`src/rtl/dmem_arb_pkg.sv`:
```
// Shared types and defaults for the data-memory arbiter.
// Owner encoding doubles as the arbiter FSM state.
package dmem_arb_pkg;

    typedef enum logic [1:0] {
        OWN_NONE = 2'd0,
        OWN_CORE = 2'd1,
        OWN_ACC  = 2'd2
    } owner_e;

    localparam int unsigned DEF_MAX_BURST = 4;

    // Pick this cycle's owner from both requests, the previous owner and
    // whether the previous owner has used up its burst allowance.
    function automatic owner_e pick_winner(
        input logic   core_req,
        input logic   acc_req,
        input owner_e last_owner,
        input logic   burst_spent
    );
        owner_e w;
        w = OWN_NONE;
        if (core_req && acc_req) begin
            if (last_owner == OWN_NONE) begin
                w = OWN_CORE;
            end else if (!burst_spent) begin
                w = last_owner;
            end else begin
                w = (last_owner == OWN_CORE) ? OWN_ACC : OWN_CORE;
            end
        end else if (core_req) begin
            w = OWN_CORE;
        end else if (acc_req) begin
            w = OWN_ACC;
        end else begin
            w = OWN_NONE;
        end
        return w;
    endfunction

endpackage

```
`src/rtl/dmem_arb_stats.sv`:
```
// Saturating activity counters for the data-memory arbiter.
// Only instantiated when DMEM_ARB_STATS_EN is defined.
module dmem_arb_stats #(
    parameter int unsigned WIDTH = 32
) (
    input  logic             clk,
    input  logic             rst,
    input  logic             core_gnt_i,
    input  logic             acc_gnt_i,
    input  logic             conflict_i,
    output logic [WIDTH-1:0] stat_core_gnt_o,
    output logic [WIDTH-1:0] stat_acc_gnt_o,
    output logic [WIDTH-1:0] stat_conflict_o
);

    localparam logic [WIDTH-1:0] CNT_MAX = {WIDTH{1'b1}};

    logic [WIDTH-1:0] core_cnt_q;
    logic [WIDTH-1:0] acc_cnt_q;
    logic [WIDTH-1:0] conf_cnt_q;

    // Count grant and conflict cycles, holding at all-ones instead of wrapping.
    always_ff @(posedge clk) begin
        if (!rst) begin
            core_cnt_q <= {WIDTH{1'b0}};
            acc_cnt_q  <= {WIDTH{1'b0}};
            conf_cnt_q <= {WIDTH{1'b0}};
        end else begin
            if (core_gnt_i && (core_cnt_q != CNT_MAX)) begin
                core_cnt_q <= core_cnt_q + {{(WIDTH-1){1'b0}}, 1'b1};
            end
            if (acc_gnt_i && (acc_cnt_q != CNT_MAX)) begin
                acc_cnt_q <= acc_cnt_q + {{(WIDTH-1){1'b0}}, 1'b1};
            end
            if (conflict_i && (conf_cnt_q != CNT_MAX)) begin
                conf_cnt_q <= conf_cnt_q + {{(WIDTH-1){1'b0}}, 1'b1};
            end
        end
    end

    assign stat_core_gnt_o = core_cnt_q;
    assign stat_acc_gnt_o  = acc_cnt_q;
    assign stat_conflict_o = conf_cnt_q;

endmodule

```
`src/rtl/dmem_arbiter.sv`:
```
// Single-port data-memory arbiter between the core MEM stage and an
// accelerator/loader port. Grants are combinational; the previous owner
// and its burst length are registered so neither side starves for more
// than MAX_BURST cycles. Optional stats counters: DMEM_ARB_STATS_EN.
module dmem_arbiter
    import dmem_arb_pkg::*;
#(
    parameter int unsigned WIDTH      = 32,
    parameter int unsigned ADDR_WIDTH = 32,
    parameter int unsigned MAX_BURST  = DEF_MAX_BURST
) (
    input  logic                  clk,
    input  logic                  rst,
    input  logic                  core_req,
    input  logic                  core_we,
    input  logic [ADDR_WIDTH-1:0] core_addr,
    input  logic [WIDTH-1:0]      core_wdata,
    output logic                  core_gnt,
    output logic [WIDTH-1:0]      core_rdata,
    output logic                  core_stall,
    input  logic                  acc_req,
    input  logic                  acc_we,
    input  logic [ADDR_WIDTH-1:0] acc_addr,
    input  logic [WIDTH-1:0]      acc_wdata,
    output logic                  acc_gnt,
    output logic [WIDTH-1:0]      acc_rdata,
    output logic                  mem_we,
    output logic [ADDR_WIDTH-1:0] mem_addr,
    output logic [WIDTH-1:0]      mem_wdata,
    input  logic [WIDTH-1:0]      mem_rdata
`ifdef DMEM_ARB_STATS_EN
    ,
    output logic [WIDTH-1:0]      stat_core_gnt,
    output logic [WIDTH-1:0]      stat_acc_gnt,
    output logic [WIDTH-1:0]      stat_conflict
`endif
);

    localparam int unsigned       CNT_W     = $clog2(MAX_BURST + 1);
    localparam logic [CNT_W-1:0]  BURST_MAX = CNT_W'(MAX_BURST);
    localparam logic [CNT_W-1:0]  CNT_ONE   = CNT_W'(1);

    owner_e           last_owner_q;
    owner_e           last_owner_d;
    owner_e           winner_s;
    logic [CNT_W-1:0] burst_cnt_q;
    logic [CNT_W-1:0] burst_cnt_d;

    // Choose this cycle's owner; nobody is granted while reset is held.
    always_comb begin
        winner_s = OWN_NONE;
        if (!rst) begin
            winner_s = OWN_NONE;
        end else begin
            winner_s = pick_winner(core_req, acc_req, last_owner_q,
                                   burst_cnt_q >= BURST_MAX);
        end
    end

    // Steer the memory port from the winner and gate grants and read data.
    always_comb begin
        core_gnt  = 1'b0;
        acc_gnt   = 1'b0;
        mem_we    = 1'b0;
        mem_addr  = {ADDR_WIDTH{1'b0}};
        mem_wdata = {WIDTH{1'b0}};
        case (winner_s)
            OWN_CORE: begin
                core_gnt  = 1'b1;
                mem_we    = core_we;
                mem_addr  = core_addr;
                mem_wdata = core_wdata;
            end
            OWN_ACC: begin
                acc_gnt   = 1'b1;
                mem_we    = acc_we;
                mem_addr  = acc_addr;
                mem_wdata = acc_wdata;
            end
            default: begin
                core_gnt  = 1'b0;
                acc_gnt   = 1'b0;
            end
        endcase
        core_stall = rst & core_req & ~core_gnt;
        core_rdata = rst ? mem_rdata : {WIDTH{1'b0}};
        acc_rdata  = rst ? mem_rdata : {WIDTH{1'b0}};
    end

    // Next owner/burst: idle clears, a repeat grant extends, a switch restarts.
    always_comb begin
        last_owner_d = last_owner_q;
        burst_cnt_d  = burst_cnt_q;
        if (winner_s == OWN_NONE) begin
            last_owner_d = OWN_NONE;
            burst_cnt_d  = {CNT_W{1'b0}};
        end else if (winner_s == last_owner_q) begin
            last_owner_d = last_owner_q;
            burst_cnt_d  = (burst_cnt_q >= BURST_MAX) ? BURST_MAX
                                                      : burst_cnt_q + CNT_ONE;
        end else begin
            last_owner_d = winner_s;
            burst_cnt_d  = CNT_ONE;
        end
    end

    // Owner/burst state register with synchronous active-low reset.
    always_ff @(posedge clk) begin
        if (!rst) begin
            last_owner_q <= OWN_NONE;
            burst_cnt_q  <= {CNT_W{1'b0}};
        end else begin
            last_owner_q <= last_owner_d;
            burst_cnt_q  <= burst_cnt_d;
        end
    end

`ifdef DMEM_ARB_STATS_EN
    dmem_arb_stats #(
        .WIDTH (WIDTH)
    ) u_stats (
        .clk             (clk),
        .rst             (rst),
        .core_gnt_i      (core_gnt),
        .acc_gnt_i       (acc_gnt),
        .conflict_i      (core_req & acc_req),
        .stat_core_gnt_o (stat_core_gnt),
        .stat_acc_gnt_o  (stat_acc_gnt),
        .stat_conflict_o (stat_conflict)
    );
`endif

endmodule

```
`config.mk`:
```
export PLATFORM = sky130hd
export DESIGN_NAME = dmem_arbiter
export DESIGN_NICKNAME = d
export VERILOG_FILES = /design/src/rtl/dmem_arb_pkg.sv /design/src/rtl/dmem_arb_stats.sv /design/src/rtl/dmem_arbiter.sv
export SDC_FILE = /design/constraint.sdc
export NUM_CORES = 1
export LEC_CHECK = 0
export BUFFER_PORTS_ARGS = -buffer_cell sky130_fd_sc_hd__clkbuf_2
export CORE_AREA = 2 2 115 117
export CTS_CLUSTER_SIZE = 10
export DETAILED_ROUTE_END_ITERATION = 10
export DIE_AREA = 0 0 117 119
export SETUP_SLACK_MARGIN = 0.15
export SYNTH_ARGS = -nofsm -noshare
export SYNTH_HDL_FRONTEND = slang
export SYNTH_SLANG_ARGS = --single-unit
```
`constraint.sdc`:
```
create_clock -name clk -period 2.1 [get_ports clk]
set_input_delay 0.315 -clock clk [delete_from_list [all_inputs] [get_ports clk]]
set_output_delay 0.315 -clock clk [all_outputs]
set_load 0.02 [all_outputs]
```
==> run metrics <==
status finished with violations; failing checks setup timing; die area approximately 14000 sq um; flops & latches, synth 5; Worst Hold Class in2reg; antenna-violating nets left 0; Core Rows 42; Synth Area per Inst just under 7 sq um; wire per inst 14.7 um; fmax 0.440 GHz; Arr. time, crit path around 2.0 ns; Total Nets Final 700; Non-Filler Instances roughly 700; final hold violations 0; Area contributors post-synth a22oi_1 (27%), nor2b_1 (23%), buf_4 (13%); Fill cells around 1.3k; Leak around 2.1 nW; IO buf count between 200 and 300; Placed Cells between 600 and 700; DRC violation count after routing 0; Initial Utilization 13.9%; Longest Clk Path Bufs 2; grt total ovfl 0; depth of the CTS H-tree 1; Syn Nets around 430; Crit Path Class reg2out; crit path max fanout 10; Post-DP Area 3560 sq um; die height approximately 120 um; first-pass GRT wire length 13400 um; worst-path cell chain nand3b_1 -> o21ai_1 -> a21o_2 -> ha_4 -> buf_12 -> clkbuf_16 -> a22oi_2 -> nor2b_4 -> clkbuf_2; Total GRT Usage 12.1%; slowest cell on the critical path dfxtp_2; drt via density 3.99; CP Data Required Time ~1.8 ns; post-synthesis sequential area ratio under 10%; Die W roughly 120 um; worst reg2reg path depth 6; Least-Margin Pin Slew 0.222 ns; ANT cells 0; FFs w/ async S/R, synth 0%; setup tns final -8.65 ns; Crit. End Element output port; Final WS setup -0.173 ns; Max-cap violations 0; library cells used by synthesis 24; number of global-route vias before repair around 2.6k; Post-synth EDFFs 0; Max VDD drop around 0.26 mV; HPWL Detailed about 6900 um; critical path buffer and inverter count 3; CP top delay family compound AO/OA/AOI/OAI gates; Slew headroom 85.2%; CTS tree yes; Place WS -0.0355 ns; final-report max-slew violation count 0; hold_ws around 0.46 ns; total power around 1.3 mW; Core Footprint 12900 sq um; Tcrit/Tclk final 108%; Hold Path Stages 3; CTS clk-pin slew, worst paths 0.03 ns; Top Ports just under 300; share of the synthesized area in the top cell type 27.3%; CTS Buf Count 3; area leader, netlist a22oi_1; most frequent cells after synthesis nor2b_1 (66), a22oi_1 (65), and2_1 (32), buf_4 (32); final WL slightly above 10000 um; pwr/cell area between 200 and 300 nW/um^2; Synth Instances 260; Post-Syn Area approximately 1800 sq um; fin area 4420 sq um; DRT Pass-1 Iters 4; Clock Skews approximately 0.00075 ns; root buffer cell clkbuf_16; share of cells above drive strength 1 a little under nine tenths; initial DRC count 135; clock latency on the worst-skew pair approximately 0.22 ns; fin util between 30% and 40%; Ys Warns 0; clock period minus worst slack 2.27 ns; RSZ-0062 raised after global routing true; Layout Area Growth over Synthesis 147%; slowest stage delay, CP ~0.34 ns; CTS Sinks 5; Post-synth top flop dfxtp_1; count leader, synth nor2b_1; largest net degree at the start of global routing 33; vias ~2.8k; Final setup violation count 66; startpoint type of the worst setup path flop; GPL Wtd Cong between 0.8 and 0.9; critical path depth in cells 9; initial antenna violation count 0
[cell usage in the layout, fill, tap and decap left out, types with 2 or more instances in the layout]
cell type	n
and2_1	32
buf_4	11
nor2b_2	52
nor2b_4	9
inv_2	2
a22oi_2	50
dfxtp_1	2
a22oi_1	15
nand4_1	2
clkbuf_16	7
ha_1	3
dfxtp_2	3
clkbuf_2	251
nand2_1	3
clkbuf_4	10
clkbuf_8	21
buf_2	2
nor2_1	6
buf_8	5
nor2b_1	5
ha_4	3
buf_6	7
inv_1	2
buf_12	6
buf_16	3
[worst register-to-register path, stage by stage (launching register included)]
cell and delay, ns:
dfxtp_2 0.34, nand3b_1 0.13, o21ai_1 0.07, a21o_2 0.26, ha_4 0.19, or2b_2 0.32
nor4b_2 0.20
[flip-flops by register name, summed over array words and instances (netlist names)]
name          count
last_owner_q      2
burst_cnt_q       3
[logic make-up after synthesis]
kind of cell,Yosys count,share of synthesized area (%)
simple gates,118,40.6
compound gates,69,28.6
buf+inv,61,20.4
mux,1,0.559
flops,5,5.59
fa+ha+maj,6,4.20
[final timing paths]
kind                                     start                           end  slack (ns)
setup / recovery  last_owner_q[1]$_SDFFE_PP0P_                  mem_addr[30]       -0.17
hold / removal                         acc_req  last_owner_q[1]$_SDFFE_PP0P_        0.46
setup reg to reg  last_owner_q[1]$_SDFFE_PP0P_     burst_cnt_q[1]$_SDFF_PP0_        0.51
hold reg to reg      burst_cnt_q[2]$_SDFF_PP0_     burst_cnt_q[1]$_SDFF_PP0_        0.56
[layer usage]
metal / up-vias / GRT usage (%) / share of wire, %
met3: 4 / 1.98 / 4.3
met4: 0 / 1.18 / 0.39
met5: - / 0 / 0
met1: 1279 / 15.9 / 44
li1: 1415 / - / -
met2: 108 / 21.1 / 52
[area by class of cell]
cell class / instances / area (sq um) / area share, %
Multi-Input combinational cell: 194 / 1830 / 41.4
Sequential cell: 5 / 104 / 2.35
Tap cell: 176 / 220 / 4.98
Timing Repair Buffer: 320 / 2170 / 49.1
Clock buffer: 4 / 78.8 / 1.78
Inverter: 4 / 15.0 / 0.340
[repair_timing]
action / 4_1_cts / 5_1_grt
pin swaps: 6 / 6
gates resized for setup: 86 / 54
buffers inserted: 1 / 3
hold buffers: 0 / 0
endpoints found under the setup margin: 68 / 68
cloned: 3 / 6
[power breakdown]
group | total (mW) | internal [mW] | switching, mW | leakage, nW
clock | 0.310 | 0.251 | 0.0585 | 0.0382
combinational | 0.892 | 0.441 | 0.451 | 2.00
sequential | 0.101 | 0.0987 | 0.00252 | 0.0421
total | 1.30 | 0.791 | 0.513 | 2.08
No activity file was read; power rests on OpenSTA's default activity.
